==> config.mk <==
export PLATFORM = sky130hd
export DESIGN_NAME = ahb_interconnect_n
export DESIGN_NICKNAME = d
export VERILOG_FILES = /design/src/rtl/ahb_interconnect_n.sv
export SDC_FILE = /design/constraint.sdc
export NUM_CORES = 1
export LEC_CHECK = 0
export ABC_AREA = 1
export BUFFER_PORTS_ARGS = -buffer_cell sky130_fd_sc_hd__buf_2
export CORE_AREA = 3 3 83 85
export CTS_CLUSTER_DIAMETER = 60
export DETAILED_ROUTE_END_ITERATION = 8
export DIE_AREA = 0 0 86 88
export GPL_TIMING_DRIVEN = 0
export MAX_ROUTING_LAYER = met4
export PLACE_DENSITY = 0.75
export SYNTH_ARGS = -nofsm -noshare
export SYNTH_HDL_FRONTEND = slang
export SYNTH_SLANG_ARGS = --single-unit
==> constraint.sdc <==
create_clock -name HCLK -period 2.8 [get_ports HCLK]
set_input_delay 0.14 -clock HCLK [delete_from_list [all_inputs] [get_ports HCLK]]
set_output_delay 0.14 -clock HCLK [all_outputs]
set_load 0.02 [all_outputs]
==> src/rtl/ahb_interconnect_n.sv <==
`default_nettype none
// ============================================================================
//  Module   : ahb_interconnect_n
//  Purpose  : AHB-Lite single-master interconnect. Decodes HADDR into one-hot
//             slave selects, carries the address-phase selection into the
//             data phase and multiplexes the selected slave's HRDATA /
//             HREADYOUT / HRESP back to the master. Accesses to unmapped
//             regions are answered by a built-in default slave with the
//             two-cycle AHB ERROR response. Includes a saturating count of
//             ERROR responses and an optional hung-slave watchdog.
//  Options  : `define AHB_IC_WATCHDOG_EN to build the watchdog; otherwise
//             timeout_flag is tied low and slaves may stall indefinitely.
//  Ports    : HCLK, HRESET (sync, active-high)
//             HADDR, HTRANS            - master address phase
//             HSEL_S                   - one-hot slave selects (combinational)
//             HRDATA_S/HREADYOUT_S/HRESP_S - per-slave data-phase returns
//             HRDATA/HREADY/HRESP      - data-phase return to the master
//                                        (HREADY is also every slave's HREADYIN)
//             err_count                - saturating ERROR response count
//             timeout_flag             - sticky watchdog expiry flag
//  Revision : 1.0 - initial release
// ============================================================================
module ahb_interconnect_n #(
    parameter int NUM_SLAVES     = 4,
    parameter int DATA_W         = 32,
    parameter int SEL_LSB        = 16,
    parameter int SEL_BITS       = 4,
    parameter int TIMEOUT_CYCLES = 256
) (
    input  logic                         HCLK,
    input  logic                         HRESET,
    input  logic [31:0]                  HADDR,
    input  logic [1:0]                   HTRANS,
    output logic [NUM_SLAVES-1:0]        HSEL_S,
    input  logic [NUM_SLAVES*DATA_W-1:0] HRDATA_S,
    input  logic [NUM_SLAVES-1:0]        HREADYOUT_S,
    input  logic [NUM_SLAVES-1:0]        HRESP_S,
    output logic [DATA_W-1:0]            HRDATA,
    output logic                         HREADY,
    output logic                         HRESP,
    output logic [7:0]                   err_count,
    output logic                         timeout_flag
);

    // Default-slave state encoding
    localparam logic [1:0] S_IDLE = 2'd0;
    localparam logic [1:0] S_ERR1 = 2'd1;
    localparam logic [1:0] S_ERR2 = 2'd2;

    logic [SEL_BITS-1:0] idx;
    logic                unmapped;
    logic [SEL_BITS-1:0] dp_idx;
    logic                dp_valid;
    logic                dp_unmapped;
    logic                slave_active;
    logic [DATA_W-1:0]   sel_rdata;
    logic                sel_ready;
    logic                sel_resp;
    logic [1:0]          state;
    logic [1:0]          state_next;
    logic                wd_hit;

    // Only the index field and HTRANS[1] matter; the rest is deliberately ignored.
    logic unused_inputs;
    assign unused_inputs = ^{HADDR, HTRANS[0]};

    // ------------------------------------------------------------------
    // Address decode (combinational, independent of HTRANS and reset)
    // ------------------------------------------------------------------
    assign idx      = HADDR[SEL_LSB+SEL_BITS-1:SEL_LSB];
    assign unmapped = (int'(idx) >= NUM_SLAVES);

    always_comb begin
        HSEL_S = '0;
        for (int i = 0; i < NUM_SLAVES; i++) begin
            HSEL_S[i] = (int'(idx) == i);
        end
    end

    // ------------------------------------------------------------------
    // Data-phase selection: advances only when the bus is ready, so a
    // slave's wait states hold the selection for their whole duration.
    // ------------------------------------------------------------------
    always_ff @(posedge HCLK) begin
        if (HRESET) begin
            dp_idx      <= '0;
            dp_valid    <= 1'b0;
            dp_unmapped <= 1'b0;
        end else if (HREADY) begin
            dp_idx      <= idx;
            dp_valid    <= HTRANS[1];
            dp_unmapped <= unmapped;
        end
    end

    assign slave_active = dp_valid && !dp_unmapped;

    // Return mux; the loop form keeps the index compare width-safe when
    // NUM_SLAVES is not a power of two.
    always_comb begin
        sel_rdata = '0;
        sel_ready = 1'b1;
        sel_resp  = 1'b0;
        for (int i = 0; i < NUM_SLAVES; i++) begin
            if (int'(dp_idx) == i) begin
                sel_rdata = HRDATA_S[i*DATA_W +: DATA_W];
                sel_ready = HREADYOUT_S[i];
                sel_resp  = HRESP_S[i];
            end
        end
    end

    // ------------------------------------------------------------------
    // Default slave FSM: state register
    // ------------------------------------------------------------------
    always_ff @(posedge HCLK) begin
        if (HRESET) begin
            state <= S_IDLE;
        end else begin
            state <= state_next;
        end
    end

    // Next state. ERR2 drives HREADY=1, so an unmapped NONSEQ/SEQ seen
    // there is accepted and chains straight into the next ERR1.
    always_comb begin
        state_next = state;
        case (state)
            S_IDLE: begin
                if (wd_hit || (HREADY && HTRANS[1] && unmapped)) begin
                    state_next = S_ERR1;
                end
            end
            S_ERR1:  state_next = S_ERR2;
            S_ERR2:  state_next = (HTRANS[1] && unmapped) ? S_ERR1 : S_IDLE;
            default: state_next = S_IDLE;
        endcase
    end

    // Outputs: the default slave overrides the attached slave while it
    // is issuing an ERROR (including a watchdog-forced one).
    always_comb begin
        HRDATA = '0;
        HREADY = 1'b1;
        HRESP  = 1'b0;
        case (state)
            S_IDLE: begin
                if (slave_active) begin
                    HRDATA = sel_rdata;
                    HREADY = sel_ready;
                    HRESP  = sel_resp;
                end
            end
            S_ERR1: begin
                HREADY = 1'b0;
                HRESP  = 1'b1;
            end
            S_ERR2: begin
                HRESP = 1'b1;
            end
            default: ;
        endcase
    end

    // ------------------------------------------------------------------
    // ERROR response counter: one count per completed ERROR beat
    // ------------------------------------------------------------------
    always_ff @(posedge HCLK) begin
        if (HRESET) begin
            err_count <= 8'd0;
        end else if (HREADY && HRESP && (err_count != 8'hFF)) begin
            err_count <= err_count + 8'd1;
        end
    end

    // ------------------------------------------------------------------
    // Optional hung-slave watchdog
    // ------------------------------------------------------------------
`ifdef AHB_IC_WATCHDOG_EN
    logic [15:0] wd_cnt;
    logic        stall;

    assign stall  = (state == S_IDLE) && slave_active && !sel_ready;
    // Fires during the TIMEOUT_CYCLES-th consecutive stall cycle so ERR1
    // follows immediately after it.
    assign wd_hit = stall && (wd_cnt == 16'(TIMEOUT_CYCLES - 1));

    always_ff @(posedge HCLK) begin
        if (HRESET) begin
            wd_cnt       <= 16'd0;
            timeout_flag <= 1'b0;
        end else begin
            if (HREADY) begin
                wd_cnt <= 16'd0;
            end else if (stall) begin
                wd_cnt <= wd_cnt + 16'd1;
            end
            if (wd_hit) begin
                timeout_flag <= 1'b1;
            end
        end
    end
`else
    localparam int unused_timeout = TIMEOUT_CYCLES;
    assign wd_hit       = 1'b0;
    assign timeout_flag = 1'b0;
`endif

endmodule
`default_nettype wire

Word-level counts from Yosys, hierarchy flattened:

Cells that the tools add are included.

* flip-flop bits (word level): 16
* output and inout port bits: 47
* word-level logic and storage cells: 49

* add/subtract/negate cells: 1
* $lt $le $gt $ge: 1
* equality and inequality tests: 10
* multiplexer cells: 21
* reduce and logical (&&, ||, !) cells: 11

Operators with widths (number)
* $mux W32: 6
* $eq A4 B3 Y1 const B: 4
* $mux W1: 11
* $add A8 B1 Y8 const B: 1
* $eq A4 B2 Y1 const B: 2
* $logic_not A4 Y1: 2
* $ne A8 B8 Y1 const B: 1
* $logic_and A1 B1 Y1: 6
* $pmux W2 S3: 1
* $ge A4 B3 Y1 const B: 1
* $pmux W1 S2: 2
* $eq A2 B1 Y1 const B: 1
* $eq A2 B2 Y1 const B: 1
* $logic_not A2 Y1: 1
* $mux W2: 1
* $ne A2 B2 Y1 const B: 1
* $reduce_or A2 Y1: 1
* $logic_not A1 Y1: 1

Longest topological paths before layout:

* depth in word-level cells: 11
* depth in mapped cells: 14

Worst setup path before layout:

Ideal clock, no wire load.

* kind: reg2out
* from: register state[0]
* to: output port HRDATA[10]
* data arrival time: 1.729 ns
* required time: 2.660 ns
* slack: 0.931 ns
* stages on the path, launching flop included: 8
* buffers on the path: 1
* path through: dfxtp_1 > inv_1 > ha_1 > inv_1 > nor2_4 > clkbuf_1 > o221ai_1 > a31oi_1

* longest elaborated chain between the ends: 2

Ends and longest elaborated chain
* start: declaration: RTL line 59 `logic [1:0] state;`
* start signal: assignment: RTL line 120 `state <= state_next;`
* $logic_not A2 Y1: RTL line 146 `case (state)`
* $mux W32: RTL line 146
* end: declaration: RTL line 38 `output logic [DATA_W-1:0] HRDATA,`

No other way between the ends.

Worst setup path in the final report:

* from: register state[0]
* to: output port HRDATA[23]

Same word-level chain as after synthesis.

==> impl_results.md <==
- Outcome: finished, final reports clean
- CORE AREA: 0.006277 mm²
- Die Ht: 88 µm
- Syn_nets: 503
- Total die area: 0.007568 mm²
- R2R Path Start: state[0]$_SDFFE_PP0P_
- Mean Syn Cell Area: 6.067 µm²
- CP Class: reg2out
- Initial cell density of the core: 0.3141
- Worst r2r dst: err_count[5]$_SDFFE_PP0P_
- Setup crit start kind: flip-flop
- Power per cell area: about 550 mW/mm²
- Fin. Hold Viols: 0
- Post-DP Area: around 0.003 mm²
- Final setup viols: 0
- P_leak: 1.508 nW
- Vias in the first global route: 2916
- Non-Filler Instances: slightly below 600
- Layout cell share with drive strength beyond 1: 0.4019
- CP endpoint kind: output port
- CTS tree: built
- Register area share after synthesis: 0.1624
- Hold depth: 3
- Setup Buffers After CTS: 0
- Gpl congestion: 1.008
- Reg2Reg Setup Slack: between 600 and 700 ps
- RSZ-0062 raised after global routing: false
- Port bufs: 187
- DRC Markers: 0
- Hold Startpoint: HADDR[19]
- Worst-path fanout max: 10
- Die Span X: 86 µm
- Clk_lat worst skew: ~250 ps
- CTS sink cnt: 16
- Syn Std Cell Area: ~0.0020 mm²
- H-tree depth: 1
- Worst R2R Path Depth: 13
- Initial DRT Pass Iterations: 7
- Antenna cell count: 0
- First-pass GRT wire length: approximately 14000 µm
- Area grow syn2layout: 54.44%
- Post-CTS sizing: 0
- Setup TNS: 0 ps
- Drt via density: 5.407
- Initial antenna violation count: 0
- Clock Skews: 2.109 ps
- Post-route antenna net violation count: 0
- Worst-Margin Slew: 516.1 ps
- Flops & latches, synth: 16
- Clk root buf: clkbuf_8
- YS warnings: 0
- Tot GR Track Use: 0.2273
- Fin crit period: 2484 ps
- Min-Delay Path Class: in2reg
- Placed cells: approximately 600
- Detailed placement HPWL: 7552 µm
- Clock slew at reported path FFs: 60 ps
- Design area: 0.003045 mm²
- Worst vdd ir: 480.9 µV
- Crit share post-route: 0.8870
- Standard-cell rows: 29
- Relative slew slack: 0.6546
- Final nets: 695
- Yosys cell types: 29
- Worst EP required: around 2700 ps
- Fillers: between 600 and 700
- DRT iter0 DRCs: 159
- Via Count: 3201
- Final Max Slew Viols: 0
- Hold buffer count at cts: 0
- Max clock buf depth: 2
- CTS buffer count: 3
- Synth Instances: 325
- WHS Endpoint: dp_idx[3]$_SDFFE_PP0P_
- Maxcap violations: 0
- Total gr overflow: 0
- Core Util, Final: 0.4852
- WL per Instance: about 16 µm
- Post-Route WL: 9251 µm
- Largest net degree at the start of global routing: 11
- Crit path DAT: 2340 ps
- Final Power: 1.668 mW
- # IOs: 219
- Peak Freq: 402.6 MHz
==> how the worst max path moves through the flow <==
stage                                       from         end  depth (start not counted)  slack, ps
after floorplan            state[0]$_SDFFE_PP0P_  HRDATA[10]                          7        930
after global placement    dp_idx[2]$_SDFFE_PP0P_   HRDATA[9]                          6        670
after detailed placement   state[0]$_SDFFE_PP0P_  HRDATA[23]                          8        630
after CTS                  state[0]$_SDFFE_PP0P_  HRDATA[23]                          8        330
after global routing       state[1]$_SDFFE_PP0P_  HRDATA[22]                          8        110
final                      state[0]$_SDFFE_PP0P_  HRDATA[23]                          8        320
==> cell usage after synthesis <==
cell type | instances | share of area
xor2_1 | 5 | 0.022
buf_1 | 1 | 0.0019
o221ai_1 | 15 | 0.067
dfxtp_1 | 16 | 0.16
nand2_2 | 2 | 0.0063
buf_4 | 1 | 0.0038
inv_1 | 20 | 0.038
nor3_1 | 4 | 0.010
nand3b_1 | 1 | 0.0038
nand2_1 | 46 | 0.088
clkinv_1 | 1 | 0.0019
a31oi_1 | 25 | 0.079
nor2_4 | 3 | 0.017
ha_1 | 6 | 0.038
nor2_1 | 17 | 0.032
buf_2 | 1 | 0.0025
clkinv_2 | 2 | 0.0051
a41oi_1 | 7 | 0.031
a21oi_4 | 1 | 0.0083
clkbuf_1 | 20 | 0.038
a21oi_1 | 21 | 0.053
conb_1 | 1 | 0.0019
nor2_2 | 2 | 0.0063
nand2_4 | 2 | 0.011
buf_6 | 1 | 0.0057
inv_2 | 2 | 0.0038
xnor2_1 | 1 | 0.0044
o21ai_0 | 16 | 0.041
nand3_1 | 85 | 0.22
==> registers in the layout, indices dropped and copies added (netlist names) <==
register and flops:
dp_unmapped 1, dp_valid 1, state 2, dp_idx 4, err_count 8
==> critical path, stage by stage (launching register included) <==
cell,delay [ps]
dfxtp_1,340
inv_1,110
ha_1,240
inv_1,120
nor2_4,270
clkbuf_1,390
o221ai_1,210
a31oi_1,220
buf_2,200
==> placed cells by master (no fill, tap or decap) <==
cell and n:
nor2_4 3, o21ai_0 16, clkbuf_8 3, clkinv_1 1
nor2_2 2, conb_1 1, buf_2 188, o221ai_1 15
inv_2 2, clkbuf_1 20, nand3b_1 1, nand2_4 2
xnor2_1 1, inv_1 20, nand2_2 2, nor3_1 4
nand3_1 85, ha_1 6, a21oi_1 21, buf_1 1
dfxtp_1 16, buf_6 1, a31oi_1 25, clkinv_2 2
buf_4 1, a21oi_4 1, nand2_1 46, nor2_1 17
a41oi_1 7, xor2_1 5
==> final cells by class <==
cell class	instances	area, µm²	share of cell area
multi-input cells	260	1453	0.4770
repair buffers	187	935.9	0.3073
flip-flops and latches	16	320.3	0.1052
plain buffers	24	102.6	0.03369
inverters	25	96.34	0.03164
well taps	77	96.34	0.03164
clock buffers	3	41.29	0.01356
==> through the flow <==
stage | worst slack [ps] | hold slack [ps]
5_1_grt | 114.5 | 163.7
2_1_floorplan | 931.3 | 283.0
3_3_place_gp | 666.8 | 421.1
4_1_cts | 333.5 | 153.9
6_report | 316.3 | 155.7
3_5_place_dp | 625.4 | 417.8
==> metal layers <==
metal	wire, µm	part of all wire	track usage	up-vias
met4	282	0.030	0.09784	0
met5	0	0	-	-
met3	804	0.087	0.02916	24
met1	3446	0.37	0.2457	1444
met2	4718	0.51	0.4149	174
li1	-	-	-	1559
==> where the power goes <==
part           switching (mW)  leakage (nW)  internal (mW)
combinational           0.796          1.35          0.385
clock                  0.0764        0.0216         0.0955
sequential             0.0436         0.132          0.271
total                   0.916          1.51          0.752
==> logic make-up after synthesis <==
group | Yosys count | share of synthesized area
xor+xnor | 6 | 0.02665
fa+ha+maj | 6 | 0.03807
flops | 16 | 0.1624
other cells | 1 | 0.001902
buf+inv | 49 | 0.1009
compound gates | 85 | 0.2792
simple gates | 162 | 0.3909
(Power assumes the default switching activity.)
